File: config.mk
export PLATFORM = sky130hd
export DESIGN_NAME = mcu_cfg_sched
export DESIGN_NICKNAME = d
export VERILOG_FILES = /design/src/rtl/mcu_cfg_sched.sv
export SDC_FILE = /design/constraint.sdc
export NUM_CORES = 1
export LEC_CHECK = 0
export BUFFER_PORTS_ARGS = -buffer_cell sky130_fd_sc_hd__buf_2
export CAP_MARGIN = 0
export CORE_ASPECT_RATIO = 1.25
export CORE_UTILIZATION = 40
export DETAILED_ROUTE_END_ITERATION = 6
export GPL_ROUTABILITY_DRIVEN = 0
export GPL_TIMING_DRIVEN = 0
export PLACE_DENSITY_LB_ADDON = 0.2
export SLEW_MARGIN = 10
export SYNTH_ARGS = -nofsm -noshare
export SYNTH_HDL_FRONTEND = slang
export SYNTH_SLANG_ARGS = --single-unit
File: constraint.sdc
create_clock -name clk -period 2 [get_ports clk]
set_input_delay 0.4 -clock clk [delete_from_list [all_inputs] [get_ports clk]]
set_output_delay 0.4 -clock clk [all_outputs]
set_load 0.01 [all_outputs]
File: src/rtl/mcu_cfg_sched.sv
// mcu_cfg_sched: MCU-written shadow registers pushed to a valid/ready sink.
// Define MCU_SYNC_EN for a two-flop wr_state synchronizer (async MCU bus).
module mcu_cfg_sched #(
  parameter logic [3:0] RST_LEN = 4'd14
) (
  input  logic       clk,
  input  logic       rst,
  input  logic       mcu_cs_n,
  input  logic       mcu_wr_n,
  input  logic [3:0] mcu_addr,
  input  logic [7:0] mcu_db,
  output logic       cfg_valid,
  input  logic       cfg_ready,
  output logic [3:0] cfg_addr,
  output logic [7:0] cfg_data,
  output logic       busy,
  output logic       done,
  output logic       err
);

  typedef enum logic [1:0] {
    S_IDLE,
    S_LOAD,
    S_SEND,
    S_DONE
  } state_t;

  state_t      state_q, state_d;
  logic        s1_q, s1_d, v1_q, v1_d;
  logic        prev_q, prev_d;
  logic        armed_q, armed_d;
  logic [3:0]  cap_addr_q, cap_addr_d;
  logic [7:0]  cap_db_q, cap_db_d;
  logic [7:0]  shadow_q [14];
  logic [7:0]  shadow_d [14];
  logic [3:0]  len_q, len_d;
  logic [3:0]  idx_q, idx_d;
  logic        valid_q, valid_d;
  logic [3:0]  addr_q, addr_d;
  logic [7:0]  data_q, data_d;
  logic        busy_q, busy_d;
  logic        done_q, done_d;
  logic        err_q, err_d;

  logic        wr_sync, wr_vld, commit;
  logic        is_cmd, is_reg, busy_now;
  logic        cmd_start, cmd_abort, cmd_clr, err_evt;
  logic [3:0]  eff_len;

`ifdef MCU_SYNC_EN
  logic        s2_q, s2_d, v2_q, v2_d;
  assign s2_d    = s1_q;
  assign v2_d    = v1_q;
  assign wr_sync = s2_q;
  assign wr_vld  = v2_q;
`else
  assign wr_sync = s1_q;
  assign wr_vld  = v1_q;
`endif

  assign s1_d    = mcu_cs_n | mcu_wr_n;
  assign v1_d    = 1'b1;
  assign prev_d  = wr_sync;
  // Only arm after a genuine high level: pulses spanning reset never commit.
  assign armed_d = armed_q | (wr_vld & wr_sync);
  assign commit  = armed_q & wr_sync & ~prev_q;

  assign is_cmd    = commit & (cap_addr_q == 4'hF);
  assign is_reg    = commit & (cap_addr_q != 4'hF);
  assign cmd_start = is_cmd & cap_db_q[0];
  assign cmd_abort = is_cmd & cap_db_q[1];
  assign cmd_clr   = is_cmd & cap_db_q[2];
  assign busy_now  = (state_q != S_IDLE);
  assign eff_len   = (len_q > 4'd14) ? 4'd14 : len_q;
  assign err_evt   = (is_reg & busy_now)
                   | (cmd_start & busy_now & ~cmd_abort);
  assign err_d     = (err_q & ~cmd_clr) | err_evt;

  always_comb begin
    cap_addr_d = cap_addr_q;
    cap_db_d   = cap_db_q;
    if (!wr_sync) begin
      cap_addr_d = mcu_addr;
      cap_db_d   = mcu_db;
    end
  end

  always_comb begin
    shadow_d = shadow_q;
    len_d    = len_q;
    if (is_reg && !busy_now) begin
      if (cap_addr_q == 4'hE) len_d = cap_db_q[3:0];
      else shadow_d[cap_addr_q] = cap_db_q;
    end
  end

  always_comb begin
    state_d = state_q;
    idx_d   = idx_q;
    unique case (state_q)
      S_IDLE: begin
        if (cmd_start) begin
          idx_d   = 4'd0;
          state_d = (eff_len == 4'd0) ? S_DONE : S_LOAD;
        end
      end
      S_LOAD: state_d = S_SEND;
      S_SEND: begin
        if (valid_q && cfg_ready) begin
          if (idx_q == eff_len - 4'd1) begin
            state_d = S_DONE;
          end else begin
            idx_d   = idx_q + 4'd1;
            state_d = S_LOAD;
          end
        end
      end
      S_DONE: state_d = S_IDLE;
      default: state_d = S_IDLE;
    endcase
    // Abort wins over the running push; a start in the same word restarts.
    if (busy_now && cmd_abort) begin
      idx_d   = 4'd0;
      state_d = S_IDLE;
      if (cmd_start)
        state_d = (eff_len == 4'd0) ? S_DONE : S_LOAD;
    end
  end

  always_comb begin
    valid_d = (state_d == S_SEND);
    addr_d  = valid_d ? idx_d : 4'd0;
    data_d  = 8'h00;
    if (valid_d)
      data_d = (state_q == S_LOAD) ? shadow_q[idx_q] : data_q;
    busy_d  = (state_d != S_IDLE);
    done_d  = (state_d == S_DONE);
  end

  always_ff @(posedge clk) begin
    if (rst) begin
      s1_q       <= 1'b1;
      v1_q       <= 1'b0;
`ifdef MCU_SYNC_EN
      s2_q       <= 1'b1;
      v2_q       <= 1'b0;
`endif
      prev_q     <= 1'b1;
      armed_q    <= 1'b0;
      cap_addr_q <= 4'd0;
      cap_db_q   <= 8'h00;
      shadow_q   <= '{default: 8'h00};
      len_q      <= RST_LEN;
      idx_q      <= 4'd0;
      state_q    <= S_IDLE;
      valid_q    <= 1'b0;
      addr_q     <= 4'd0;
      data_q     <= 8'h00;
      busy_q     <= 1'b0;
      done_q     <= 1'b0;
      err_q      <= 1'b0;
    end else begin
      s1_q       <= s1_d;
      v1_q       <= v1_d;
`ifdef MCU_SYNC_EN
      s2_q       <= s2_d;
      v2_q       <= v2_d;
`endif
      prev_q     <= prev_d;
      armed_q    <= armed_d;
      cap_addr_q <= cap_addr_d;
      cap_db_q   <= cap_db_d;
      shadow_q   <= shadow_d;
      len_q      <= len_d;
      idx_q      <= idx_d;
      state_q    <= state_d;
      valid_q    <= valid_d;
      addr_q     <= addr_d;
      data_q     <= data_d;
      busy_q     <= busy_d;
      done_q     <= done_d;
      err_q      <= err_d;
    end
  end

  assign cfg_valid = valid_q;
  assign cfg_addr  = addr_q;
  assign cfg_data  = data_q;
  assign busy      = busy_q;
  assign done      = done_q;
  assign err       = err_q;

endmodule

==> flow_summary.ini <==
[logic_synthesis]
synth_edf_count = 0
synth_area_sq_um = 6760
postSynthCellCount = 721
synth.avg_cell_area_sq_um = 9.37
ys_types = 51
synth_ff_type = dfxtp_1
synth_top_area_cell = dfxtp_1
ys_seq_area_frac = 0.456
synth_seq_cells = 154
syn_nets = 739
ys_warn_count = 0
async_reset_ff_frac = 0
netlist_top_cells_area = dfxtp_1, mux2i_1, mux4_2, a21oi_1, nand3_1
yosysTopAreaCellShare = 0.456

[global_routing]
grt_pass1_vias = 5645
antenna_found_initial = 0
grt_pass1_wl_mm = 31.5
overflow = 0
grtUsageTotal = 0.240
grt_max_degree = 17

[clock_tree]
cts.path.max_buffers = 2
htree_levels = 4
cts_sinks = 154
worst_skew_pair.late_latency_ps = 420
root_buffer = clkbuf_16
hold_buffers = 0
cts_buffers = 17
clk_pin_slew_worst_paths_ps = 60
cts_tree = yes

[setup_path]
crit_required_ps = 2320
crit_path_end_kind = flip-flop
r2r_slack_ps = -70
arrival_ps = 2390
startpoint_type = flip-flop
crit_type = flip-flop to flip-flop
cp_max_fo = 4

[timing]
setup_viol = 8
worst_slew_pin_slew_ps = 845
slew_headroom = 0.437
slew_violations = 0
fin_crit_ps = 2070
fmax_ghz = 0.483
fin_skew_ps = 10.1
hold_violations = 0
holdWs_ps = 158
rsz0062_at_grt = true
finalCritPeriodShare = 1.04
setup_slack_ps = -70.2
setup_tns_ps = -281

[route]
route.detailed.drc = 0
viasPerCell = 5.57
wirelength_mm = 20.3
wl_per_cell_microns = 19.8
via_count = 5700
drt-initial-drc-count = 471
dr.pass1.iters = 6
drtAntennaViolNets = 0

[layout]
final_cells = 1024
diodes = 0
final_design_area_no_fill_sq_um = 8320
layout_common_cells = dfxtp_1, nand2_1, nor2_1, a21oi_1, nand3_1
nNetsFinal = 813
drive_gt1_frac = 0.223
final_common_cell = dfxtp_1
area_growth_syn_to_layout_pct = 23.1

[run_status]
outcome = finished, violations left
violations = setup timing

[floorplan]
die-width_microns = 118
coreArea_sq_um = 16300
die_y_microns = 147
start_util = 0.414
die_area_sq_um = 17400
placementRows = 52
io_pins = 33

[pwr]
irDropWorstVdd_mv = 0.661
p_per_area_nw_per_um2 = 813
p_leak_uw = 0.00308

[placement]
place_area_sq_um = 7180
io_buffers = 31
placed_cells = 968
place_hpwl_mm = 14.1

[hold_path]
hold_path_class = input pin to flip-flop

[flow_run]
drv_cap = 0
==> cells by family after synthesis <==
family,Yosys count,synth area share
buf+inv,67,0.0417
xor+xnor,2,0.00259
simple gates,294,0.201
flops,154,0.456
mux,107,0.218
compound gates,96,0.0783
fa+ha+maj,1,0.00185
==> through the flow <==
stage,total power (uW),worst slack (ps),util
global route,6950,-143,0.510
detailed placement,3350,-524,0.440
global placement,3350,-459,0.440
CTS,6780,-67.9,0.498
floorplan,3260,14.3,-
finish,6760,-70.2,0.510
==> registers in the layout, indices dropped and copies added, names as in the netlist, 2 cells and up <==
signal,count
cap_addr_q,4
shadow_q,112
len_q,4
state_q,2
cfg_addr,4
cfg_data,8
cap_db_q,8
idx_q,4
==> cells in the mapped netlist (2+ instances only) <==
master and n:
dfxtp_1 154, buf_1 3, or2_2 2, and3_1 3, or3_1 2, and2_1 6, nand3_1 77, nand2_1 92
buf_4 4, clkbuf_1 44, a21oi_1 78, inv_1 4, a31oi_1 5, nor3_1 2, nand2b_1 5, mux4_2 32
nor2_1 80, mux2i_1 75, nor3_2 2, buf_2 12, nand4_1 3, nor2b_1 7
==> metal layers <==
layer / part of all wire / track usage / up-vias / routed length, microns
met5: 0 / 0 / - / 0
met4: 0.039 / 0.117 / 0 / 801
met3: 0.063 / 0.0524 / 38 / 1290
met2: 0.50 / 0.418 / 233 / 10200
met1: 0.39 / 0.279 / 2756 / 8020
li1: - / - / 2673 / -
==> critical path: stages (launching register included) <==
cell and delay, ps:
dfxtp_4 400, buf_12 120, buf_12 100, buf_4 100
mux4_2 530, mux4_2 510, mux2i_1 140, nor2_1 50
==> path summary, 6_finish.rpt <==
check                                  from                         to  cells after the start
setup / recovery        idx_q[0]$_SDFF_PP0_   cfg_data[0]$_SDFFE_PP0N_                      7
hold / removal                     mcu_cs_n          prev_d$_SDFF_PP1_                      2
setup reg to reg        idx_q[0]$_SDFF_PP0_   cfg_data[0]$_SDFFE_PP0N_                      7
hold reg to reg   shadow_q[25]$_SDFFE_PP0P_  shadow_q[25]$_SDFFE_PP0P_                      2
==> cell type report <==
class | instances | area, sq um
fill | 1487 | 8010
timing repair buffer | 57 | 435
sequential | 154 | 3090
inverter | 4 | 15.0
clock buffer | 20 | 447
tap | 216 | 270
buffer | 61 | 378
clock inverter | 12 | 186
multi-input combinational | 500 | 3500
==> power breakdown <==
group / internal (uW) / total, uW / switching (uW)
Clock: 2140 / 3460 / 1320
Combinational: 52.7 / 209 / 156
Sequential: 3080 / 3090 / 14.5
==> timing repair <==
action                     4_1_cts  5_1_grt
cloned                           3        0
buffers inserted                14       11
pin swaps                        3        8
gates resized for setup         35       51
setup endpoints to repair      117      132
Power figures use the tool's default switching activity.
